[config.mk]
export PLATFORM = sky130hd
export DESIGN_NAME = seq_fsm_n
export DESIGN_NICKNAME = d
export VERILOG_FILES = /design/src/rtl/seq_fsm_pkg.sv /design/src/rtl/seq_fsm_n_dwell.sv /design/src/rtl/seq_fsm_n.sv
export SDC_FILE = /design/constraint.sdc
export NUM_CORES = 1
export LEC_CHECK = 0
export BUFFER_PORTS_ARGS = -buffer_cell sky130_fd_sc_hd__buf_4
export CORE_AREA = 8 8 45 47
export DETAILED_ROUTE_END_ITERATION = 16
export DIE_AREA = 0 0 53 55
export MAX_ROUTING_LAYER = met4
export SYNTH_ARGS = -nofsm -noshare
export SYNTH_HDL_FRONTEND = slang
export SYNTH_SLANG_ARGS = --single-unit
[constraint.sdc]
create_clock -name clk -period 4.2 [get_ports clk]
set_clock_uncertainty 0.1 [all_clocks]
set_input_delay 0.42 -clock clk [delete_from_list [all_inputs] [get_ports clk]]
set_output_delay 0.42 -clock clk [all_outputs]
set_load 0.05 [all_outputs]
[src/rtl/seq_fsm_pkg.sv]
// ---------------------------------------------------------------------------
// seq_fsm_pkg
// Shared definitions for the parametrised step sequencer:
//   DIR_UP / DIR_DOWN : encodings of the direction control and latch
//   width_of()        : bit width needed to hold values 0..n-1, never below 1
// ---------------------------------------------------------------------------
package seq_fsm_pkg;

    localparam logic DIR_UP   = 1'b0;
    localparam logic DIR_DOWN = 1'b1;

    // $clog2 returns 0 for n<=1; a zero-width counter is not legal, so clamp.
    function automatic int unsigned width_of(input int unsigned n);
        if (n < 32'd2) begin
            return 32'd1;
        end else begin
            return $clog2(n);
        end
    endfunction

endpackage

[src/rtl/seq_fsm_n_dwell.sv]
// ---------------------------------------------------------------------------
// dwell_counter
// Counts the cycles spent in the current sequencer state.
// Ports:
//   clk  : rising-edge clock
//   rst  : synchronous active-high reset (count -> 0)
//   clr  : synchronous clear, wins over en
//   en   : advance the count by one (wraps to 0 after DWELL-1)
//   step : combinational terminal-count flag (count == DWELL-1)
// ---------------------------------------------------------------------------
module dwell_counter
    import seq_fsm_pkg::*;
#(
    parameter int DWELL = 1,
    parameter int CW    = width_of(DWELL)
) (
    input  logic clk,
    input  logic rst,
    input  logic clr,
    input  logic en,
    output logic step
);

    localparam logic [CW-1:0] CNT_LAST = CW'(DWELL - 1);

    logic [CW-1:0] cnt_q;
    logic [CW-1:0] cnt_d;

    // Next count: clear beats enable; wrap to zero at terminal count.
    always_comb begin
        cnt_d = cnt_q;
        if (clr) begin
            cnt_d = {CW{1'b0}};
        end else if (en) begin
            if (cnt_q == CNT_LAST) begin
                cnt_d = {CW{1'b0}};
            end else begin
                cnt_d = cnt_q + CW'(1);
            end
        end else begin
            cnt_d = cnt_q;
        end
    end

    // Count register with synchronous reset.
    always_ff @(posedge clk) begin
        if (rst) begin
            cnt_q <= {CW{1'b0}};
        end else begin
            cnt_q <= cnt_d;
        end
    end

    // With DWELL=1 the count is pinned at 0, so every enabled cycle steps.
    assign step = (cnt_q == CNT_LAST);

endmodule

[src/rtl/seq_fsm_n.sv]
// ---------------------------------------------------------------------------
// seq_fsm_n
// N-state step sequencer with per-state dwell, up/down direction and
// one-shot or wrap mode. Drop-in superset of the three-state odd/even FSM.
// Ports:
//   clk, rst  : rising-edge clock, synchronous active-high reset
//   pause     : freeze state and dwell count
//   restart   : return to start state, latch dir/one_shot (beats pause)
//   dir       : 0 up, 1 down (sampled only on restart)
//   one_shot  : 1 halt at terminal, 0 wrap (sampled only on restart)
//   state     : current state 1..NUM_STATES
//   odd/even  : state parity decode
//   terminal  : state is the last one in the latched direction
//   wrap_p    : one-cycle pulse after a wrapping step
//   halted    : one-shot sequence finished
// All outputs decode registered state only.
// ---------------------------------------------------------------------------
module seq_fsm_n
    import seq_fsm_pkg::*;
#(
    parameter int NUM_STATES = 3,
    parameter int DWELL      = 1,
    parameter int SW         = width_of(NUM_STATES + 1)
) (
    input  logic          clk,
    input  logic          rst,
    input  logic          pause,
    input  logic          restart,
    input  logic          dir,
    input  logic          one_shot,
    output logic [SW-1:0] state,
    output logic          odd,
    output logic          even,
    output logic          terminal,
    output logic          wrap_p,
    output logic          halted
);

    localparam logic [SW-1:0] ST_FIRST = SW'(1);
    localparam logic [SW-1:0] ST_LAST  = SW'(NUM_STATES);

    logic [SW-1:0] state_q, state_d;
    logic          dir_q, dir_d;
    logic          one_shot_q, one_shot_d;
    logic          halted_q, halted_d;
    logic          wrap_q, wrap_d;

    logic          adv_s;
    logic          tc_s;
    logic          term_s;

    // The dwell counter only runs when nothing higher in priority is active.
    assign adv_s  = ~restart & ~pause & ~halted_q;

    assign term_s = (dir_q == DIR_DOWN) ? (state_q == ST_FIRST)
                                        : (state_q == ST_LAST);

    dwell_counter #(
        .DWELL (DWELL)
    ) u_dwell (
        .clk  (clk),
        .rst  (rst),
        .clr  (restart),
        .en   (adv_s),
        .step (tc_s)
    );

    // Next-state: restart > pause > halted > step event; wrap_p defaults low.
    always_comb begin
        state_d    = state_q;
        dir_d      = dir_q;
        one_shot_d = one_shot_q;
        halted_d   = halted_q;
        wrap_d     = 1'b0;
        if (restart) begin
            dir_d      = dir;
            one_shot_d = one_shot;
            state_d    = (dir == DIR_DOWN) ? ST_LAST : ST_FIRST;
            halted_d   = 1'b0;
        end else if (adv_s && tc_s) begin
            if (term_s && one_shot_q) begin
                // Stop on the terminal state instead of wrapping.
                halted_d = 1'b1;
            end else if (term_s) begin
                state_d = (dir_q == DIR_DOWN) ? ST_LAST : ST_FIRST;
                wrap_d  = 1'b1;
            end else if (dir_q == DIR_DOWN) begin
                state_d = state_q - SW'(1);
            end else begin
                state_d = state_q + SW'(1);
            end
        end else begin
            state_d = state_q;
        end
    end

    // State, latch and pulse registers with synchronous reset.
    always_ff @(posedge clk) begin
        if (rst) begin
            state_q    <= ST_FIRST;
            dir_q      <= DIR_UP;
            one_shot_q <= 1'b0;
            halted_q   <= 1'b0;
            wrap_q     <= 1'b0;
        end else begin
            state_q    <= state_d;
            dir_q      <= dir_d;
            one_shot_q <= one_shot_d;
            halted_q   <= halted_d;
            wrap_q     <= wrap_d;
        end
    end

    assign state    = state_q;
    assign odd      = state_q[0];
    assign even     = ~state_q[0];
    assign terminal = term_s;
    assign wrap_p   = wrap_q;
    assign halted   = halted_q;

endmodule

* After elaboration in Yosys (flattened, before gate mapping)
Index checks and enable logic that the tools add are counted.
W data, S select, Z words.
** Operators by class
- Reduce and logical (&&, ||, !) cells :: 7
- Bitwise gates (word level) :: 8
- Muxes and demuxes :: 10
- Equality and inequality tests :: 3
- Add/sub/neg operators :: 3
** Operator list (count)
- $mux W2 :: 7
- $not A1 Y1 :: 6
- $reduce_and A2 Y1 :: 2
- $reduce_or A4 Y1 :: 1
- $mux W1 :: 3
- $add A2 B1 Y2 const B :: 1
- $and A1 B1 Y1 :: 2
- $eq A2 B1 Y1 const B :: 1
- $eq A2 B2 Y1 const B :: 1
- $logic_and A1 B1 Y1 :: 2
- $ne A2 B2 Y1 const B :: 1
- $reduce_bool A2 Y1 :: 1
- $reduce_or A2 Y1 :: 1
- $sub A2 B1 Y2 const B :: 1
- $add A1 B1 Y1 const B :: 1
** Word-level totals
- Logic and storage cells :: 37
- Input bits :: 6
- Flip-flop bits (word level) :: 7

* Logic depth before layout (Yosys ltp)
Gate-level depths: netlist of the first run.
- Word-level depth :: 6
- Mapped depth :: 7

* Cells and area by module
From an unflattened synthesis of the first run, not the netlist that was laid out.
** Unflattened totals
- Cell total of the unflattened synthesis :: 37
- Area total of the unflattened synthesis :: 365.4 um^2
** Modules (own cells, without submodules)
- seq_fsm_n :: area each 354.1 um^2, cells an instance 35, instances 1, seq. area each 120.1 um^2
- dwell_counter :: area each 11.3 um^2, cells an instance 2, instances 1, seq. area each 0.0 um^2

* Worst setup path before layout of the first run
No wires, ideal clock.
- Path kind :: register -> register
- Start :: reg state_q[0] (netlist: state[0])
- End :: reg state_q[1] (netlist: state[1])
- Slack :: 2.120 ns
- Path buffers :: 0
- Required time :: 3.979 ns
- Cell stages (with the launch flop) :: 7
- Data arrival time :: 1.858 ns
- Clock period less this slack :: 2.080 ns
- Path through :: dfxtp_1 ha_1 mux2i_1 inv_2 nand2_1 a21oi_2 mux2_4
** Between the ends
- Cells in the longest elaborated chain, start to end :: 6
- Elaborated cells between the ends (all ways) :: 13
- Classes of those cells :: add/sub: 2; eq/ne: 3; mux: 6; reduce/logical: 2
** RTL lines
- start: declaration :: line seq_fsm_n.sv:42 : logic [SW-1:0] state_q, state_d;
- start signal: assignment :: line seq_fsm_n.sv:106 : state_q <= state_d;
- $eq A2 B2 Y1 or $eq A2 B1 Y1 (tied branches) :: line seq_fsm_n.sv:56, seq_fsm_n.sv:55
- $mux W1 (*) :: line seq_fsm_n.sv:55 : assign term_s = (dir_q == DIR_DOWN) ? (state_q == ST_FIRST)
- named net terminal :: line seq_fsm_n.sv:34 : output logic terminal,
- $mux W2 :: line seq_fsm_n.sv:84 : end else if (term_s) begin
- $mux W2 :: line seq_fsm_n.sv:81 : if (term_s && one_shot_q) begin
- $mux W2 :: line seq_fsm_n.sv:80 : end else if (adv_s && tc_s) begin
- $mux W2 :: line seq_fsm_n.sv:75 : if (restart) begin
The timed path passes the listed nets; every way through them passes the cells marked *. The select of a mux whose other input is x is not followed.
A chain may end at the register's enable or synchronous reset.

* Final worst setup path of the first run
- Start :: reg state_q[1] (netlist: state[1])
- End :: out terminal
** Between the ends
- Cells in the longest elaborated chain, start to end :: 2
- Elaborated cells between the ends (all ways) :: 3
- Classes of those cells :: eq/ne: 2; mux: 1
** RTL lines (line)
- $eq A2 B2 Y1 or $eq A2 B1 Y1 (tied branches) :: seq_fsm_n.sv:56, seq_fsm_n.sv:55
- $mux W1 (*) :: seq_fsm_n.sv:55
- end: declaration :: seq_fsm_n.sv:34
Every way passes the cells marked *; elsewhere a longest branch is shown, timed or not.

==> impl_metrics.yaml, run 1 <==
placement:
  post_dp_cell_area_um2: 414
  dp_hpwl_um: 513
  gp_congestion: 0.804
  port_buffers: 12
timing:
  max_freq_ghz: 0.538
  drv_slew: 0
  tns_ns: 0
  setup_viol: 0
  min_period_over_period_pct: 44.2
  min_period_ns: 1.86
  tightest_slew_ns: 0.270
  finalHoldViolations: 0
  timing.slew.headroom_pct: 81.9
  rsz0062_at_grt: "no"
clock_network:
  clk_pin_slew_worst_paths_ns: 0.04
  cts-resized-gates: 0
  cts_max_level: 1
  post_cts_buffers: 0
  cts_made_buffers: 3
  clock-root-buffer: "clkbuf_4"
  cts.path.max_buffers: 2
  clock_latency_ns: 0.25
  cts_tree: "done"
  cts_hold_buf: 0
  cts.sinks: 6
power:
  p_int_w: 0.000111
  power_density_mw_per_mm2: 376
  sequentialPowerShare_pct: 38.5
  finalPower_w: 0.000164
  clockPowerShare_pct: 32.1
  switchingPower_w: 0.0000535
  pwr-share-comb_pct: 29.5
  max-vdd-ir-drop_mv: 0.165
  power.leakage_nw: 0.213
  swShare_pct: 32.5
route:
  drc: 0
  vias_per_cell: 4.18
  first_pass_iters: 2
  dr.first_iter.drc_count: 5
  ant_nets: 0
  routed_wirelength_um: 650
  wire_per_inst_um: 9.85
  via_count: 276
synth:
  synth-adder-area-share_pct: 7.75
  synth.distinct_cells: 19
  syn-num-nets: 45
  syn_inst: 37
  synth_top_family_by_area: "simple AND/OR/NAND/NOR gates"
  synth-compound-area-share_pct: 14.7
  synth_seq_cells: 6
  synth_area_um2: 323
  yosys.area_share.xor_xnor_pct: 0
  syn_avg_cell_area_um2: 8.72
  yosys_warnings: 0
  ys_seq_area_share_pct: 37.2
  yosys.area_share.simple_pct: 19.0
  synth.area.mux_share_pct: 10.9
worst_setup_path:
  cpMaxStageDelayCell: "dfxtp_1"
  critPathKind: "flip-flop to primary output"
  worstPathArrival_ns: 1.34
  critPathMaxStageDelay_ns: 0.35
  critPathTopFamily: "flip-flops"
  cp-start-kind: "flip-flop"
  worstPathCellList: "inv_1 -> ha_1 -> mux2i_1 -> inv_2 -> buf_4"
  end_kind: "primary output"
  crit_path_max_fanout: 3
  cp_data_required_time_ns: 3.68
  cp_num_buf_inv: 3
min_path:
  hold_class: "input port to flip-flop"
global_routing:
  gr-total-overflow: 0
  antenna_found_initial: 0
  grt_usage_pct: 5.86
  grt_pass1_vias: 292
  grt_pass1_wl_mm: 1.13
  grt_start_max_net_pins: 8
flow_run:
  cap_violations: 0
finish:
  antenna_cells: 0
  final_cell_mix: "buf_4, nor2_1, dfxtp_1, inv_1, clkbuf_4"
  drive_above_1_share_pct: 38.0
  final_nets: 60
  area_delta_synth_final_pct: 35.3
  fin_area_um2: 437
  final_common_cell: "buf_4"
floorplanning:
  core_mm2: 0.00138
  start_util_pct: 23.3
  pin_count: 13
  dieArea_mm2: 0.00292
  num_rows: 14
  die_w_um: 53
  die_h_um: 55
run_status:
  status: "complete, no violations"
-- synthesized netlist by cell type --
library cell | n | area [um2]
a21oi_1 | 2 | 10.0
a21oi_2 | 1 | 8.76
and3_1 | 1 | 6.26
buf_4 | 1 | 7.51
buf_6 | 1 | 11.3
dfxtp_1 | 6 | 120
ha_1 | 2 | 25.0
inv_1 | 3 | 11.3
inv_2 | 1 | 3.75
mux2_4 | 1 | 15.0
mux2i_1 | 2 | 20.0
nand2_1 | 2 | 7.51
nand2b_1 | 1 | 6.26
nand3_1 | 1 | 5.00
nor2_1 | 7 | 26.3
nor3_1 | 2 | 10.0
o21a_1 | 1 | 7.51
o21ai_1 | 1 | 5.00
o32ai_2 | 1 | 16.3
-- worst reg2reg max path: stages (launching register included) --
cell and delay, ns:
dfxtp_1 0.35, inv_1 0.06, ha_1 0.22, mux2i_1 0.21, inv_2 0.07, nand2_1 0.13, a21oi_2 0.07, mux2_4 0.29
-- final cells by class --
type	instances	area, um2
inverters	4	15.0
flip-flops and latches	6	120
repair buffers	12	90.1
clock buffers	3	22.5
fillers	149	947
multi-input cells	25	169
well taps	16	20.0
-- flip-flops by register name (all words and copies together) (netlist names) --
signal and flops:
wrap_p 1, one_shot_q 1, dir_q 1, halted 1, state 2
-- routing by layer --
layer	GRT usage, %	wire length (um)
met4	5.17	20
met1	5.63	317
met2	7.42	236
met5	-	0
met3	4.55	76
-- cell families (layout without fill, tap and decap cells) --
group | count (synthesis) | count (layout)
mux | 3 | 3
flops | 6 | 6
compound gates | 6 | 6
simple gates | 14 | 14
buf+inv | 6 | 19
fa+ha+maj | 2 | 2
-- power by group through the flow --
stage               sequential, W  clock [W]  combinational (W)
finish                  0.0000632  0.0000527          0.0000484
global route            0.0000639  0.0000591          0.0000531
CTS                     0.0000633  0.0000556          0.0000490
detailed placement      0.0000644          0          0.0000488
global placement        0.0000642          0          0.0000485
floorplan               0.0000709          0          0.0000290
-- per-stage QoR --
| step | instances | hold slack [ns] | setup WS, ns | utilization, % |
|---|---|---|---|---|
| finish | 66 | 0.271 | 2.34 | 31.6 |
| global route | 66 | 0.266 | 2.23 | 31.6 |
| CTS | 66 | 0.267 | 2.31 | 31.6 |
| detailed placement | 63 | 0.340 | 2.57 | 29.9 |
| global placement | 63 | 0.342 | 2.60 | 29.9 |
| floorplan | 37 | 0.311 | 2.12 | - |
-- worst paths after layout --
check,start,endpoint,slack [ns],cells past startpoint
worst max-delay path,state[1],terminal,2.34,5
worst min-delay path,rst,one_shot_q,0.27,2
worst max register to register,state[1],state[1],2.59,7
worst min register to register,one_shot_q,wrap_p,0.35,1
Note: power is estimated with default switching activity, not from simulation.
==> run 2: changes to the inputs <==
--- a/config.mk
+++ b/config.mk
@@ -5,6 +5,7 @@
 export SDC_FILE = /design/constraint.sdc
 export NUM_CORES = 1
 export LEC_CHECK = 0
+export ABC_AREA = 1
 export BUFFER_PORTS_ARGS = -buffer_cell sky130_fd_sc_hd__buf_4
 export CORE_AREA = 8 8 45 47
 export DETAILED_ROUTE_END_ITERATION = 16
==> constraint.sdc (replaced) <==
create_clock -name clk -period 1.7 [get_ports clk]
set_clock_uncertainty 0.1 [all_clocks]
set_input_delay 0.17 -clock clk [delete_from_list [all_inputs] [get_ports clk]]
set_output_delay 0.17 -clock clk [all_outputs]
set_load 0.05 [all_outputs]
==> run 2 against run 1 <==
  * First-iteration DRC count fell by 20%
  * Sequential power rose to 2.5 times the previous value
  * Die area stayed put
  * Hold slack lost 0.23 ns
  * Clock power grew to 2.5 times the previous value
  * Power rose to 2.6 times the previous value
  * Combinational power rose to 2.7 times the previous value
  * Global-route usage is 0.17 points higher
  * Setup slack worse by 2.2 ns
  * Synthesized area rose by 3.5%
  * Critical path depth increased by 2
==> impl_metrics.yaml, run 2 <==
synth:
  ys.flop_type: "dfxtp_1"
  synth_top_cell_area_share_pct: 36.0
  syn_avg_cell_area_um2: 6.55
  synth_area_um2: 334
  synth-compound-area-share_pct: 5.24
  synth_top_family_by_area: "simple AND/OR/NAND/NOR gates"
  synth.area.mux_share_pct: 0
  synth-async-reset-ratio_pct: 0
  yosysMostFrequentCell: "nor2_1"
  ys_seq_area_share_pct: 36.0
  synth_edf_count: 0
  syn_inst: 51
  yosys.area_share.xor_xnor_pct: 0
  synth-adder-area-share_pct: 7.49
  syn-num-nets: 59
  synth_common_cells: "nor2_1, nand2_1, inv_1"
  synth.distinct_cells: 14
  synth_largest_area_cell: "dfxtp_1"
  yosys_warnings: 0
  synth_seq_cells: 6
  yosys.area_share.simple_pct: 39.0
  netlist_top_cells_area: "dfxtp_1, nor2_1, nand2_1"
route:
  wl_met3_um: 54
  met1Wirelength_um: 376
  vias_per_cell: 4.11
  dr.max_layer_used: "met3"
  wire_per_inst_um: 9.54
  first_pass_iters: 4
  ant_nets: 0
  route.met2.wl_um: 351
  via_count: 337
  dr.first_iter.drc_count: 4
  drc: 0
  routed_wirelength_um: 782
timing:
  finalHoldViolations: 0
  setup_ws_ns: 0.111
  drv_slew: 0
  min_period_ns: 1.59
  tightest_slew_ns: 0.224
  holdWs_ns: 0.0437
  min_period_over_period_pct: 93.5
  timing.slew.headroom_pct: 84.9
  max_freq_ghz: 0.629
  setup_viol: 0
  tns_ns: 0
  rsz0062_at_grt: "no"
worst_setup_path:
  worstPathCellList: "inv_1 -> ha_1 -> inv_1 -> nand2_1 -> nand2_1 -> inv_1 -> buf_4"
  cp_num_buf_inv: 4
  timing.rr.end: "state[1]"
  cp_data_required_time_ns: 1.43
  rrSetupSlack_ns: 0.33
  regToRegStartpoint: "state[1]"
  critPathKind: "flip-flop to primary output"
  worstPathArrival_ns: 1.32
  cp-start-kind: "flip-flop"
  crit_path_max_fanout: 4
  cpMostUsedCell: "inv_1"
  cpMaxStageDelayCell: "dfxtp_1"
  end_kind: "primary output"
  critPathMaxStageDelay_ns: 0.36
  critPathTopFamily: "flip-flops"
  reg2regPathDepth: 10
clock_network:
  cts.sinks: 6
  post_cts_buffers: 0
  cts_tree: "done"
  clock-root-buffer: "clkbuf_4"
  clk_pin_slew_worst_paths_ns: 0.05
  cts-resized-gates: 0
  cts_made_buffers: 3
  clock_latency_ns: 0.25
  cts.path.max_buffers: 2
  cts_max_level: 1
floorplanning:
  die_h_um: 55
  num_rows: 14
  die_w_um: 53
  core_mm2: 0.00138
  pin_count: 13
  dieArea_mm2: 0.00292
  start_util_pct: 24.1
placement:
  gp_congestion: 0.814
  port_buffers: 12
  place_ws_ns: 0.335
  dp_cells: 78
  dp_hpwl_um: 626
finish:
  final_cells: 82
  drive_above_1_share_pct: 31.8
  area_delta_synth_final_pct: 40.8
  nFillCells: 158
  antenna_cells: 0
  largest_reg_flops: 2
  final_cell_mix: "buf_4, nor2_1, nand2_1, inv_1, dfxtp_1"
  multi_input_area_um2: 173
  final_common_cell: "buf_4"
  regArea_um2: 121
  final_nets: 76
flow_run:
  cap_violations: 0
power:
  finalPower_w: 0.000425
  power_density_mw_per_mm2: 904
  max-vdd-ir-drop_mv: 0.378
  power.leakage_nw: 0.258
global_routing:
  grt_usage_pct: 6.02
  grt_pass1_wl_mm: 1.24
  gr-total-overflow: 0
  antenna_found_initial: 0
  grt_start_max_net_pins: 8
  grt_pass1_vias: 326
min_path:
  min_path_cells: 2
  hp-start: "restart"
  min_to: "wrap_p"
  hold_class: "input port to flip-flop"
run_status:
  status: "complete, no violations"
## run 2: cell types whose count changed after synthesis, moves of 2 or more
cell / delta
inv_1: +5
nand2_1: +8
nand2_2: +3
nor2_1: +4
mux2i_1: -2
nand3_1: +3
nor3_1: -2
## run 2: what timing repair did
action | CTS | global route
hold buffers | 1 | 0
endpoints found under the setup margin | 0 | 0
hold endpoints to repair | 1 | 0
## run 2: cell type report
class,count,share of cell area (%)
clock buffers,3,4.79
inverters,9,7.18
multi-input cells,35,36.7
flip-flops and latches,6,25.8
well taps,16,4.26
repair buffers,13,21.3
## run 2: cells by family (layout without fill, tap and decap cells)
group / Yosys count / count (layout)
AND/OR/NAND/NOR: 30 / 30
buffers and inverters: 10 / 25
adder cells (fa/ha/maj): 2 / 2
AO/OA/AOI/OAI: 3 / 3
flip-flops: 6 / 6
## run 2: power breakdown
part	total, W	switching [W]	internal [W]
sequential	0.000159	0.00000874	0.000150
clock	0.000134	0.0000536	0.0000800
combinational	0.000133	0.0000870	0.0000459
total	0.000425	0.000149	0.000276
## run 2: worst reg2reg max path, stage by stage (launching register included)
cell	delay, ns
dfxtp_1	0.36
inv_1	0.06
ha_1	0.20
inv_1	0.05
nand2_1	0.06
nand3_1	0.12
nand2_2	0.08
nand2_2	0.07
nand2_1	0.05
nand2_1	0.06
nor2_1	0.04
## run 2: per-layer routing
metal / global-route usage [%] / vias to the layer above
li1: - / 184
met1: 6.08 / 143
met2: 8.98 / 10
met3: 2.41 / 0
met4: 5.17 / 0
met5: - / -
## run 2: worst max-delay path by stage
stage | start | endpoint | depth (start not counted)
finish | state[1] | terminal | 7
floorplan | state[1] | terminal | 5
CTS | state[1] | terminal | 7
global placement | state[1] | terminal | 7
detailed placement | state[1] | state[1] | 10
global route | state[1] | terminal | 7
## run 2: through the flow
| stage | area (um2) | util, % |
|---|---|---|
| after global routing | 470 | 34.0 |
| after floorplan | 335 | - |
| after detailed placement | 438 | 31.6 |
| after CTS | 470 | 34.0 |
| after global placement | 438 | 31.6 |
| final | 470 | 34.0 |
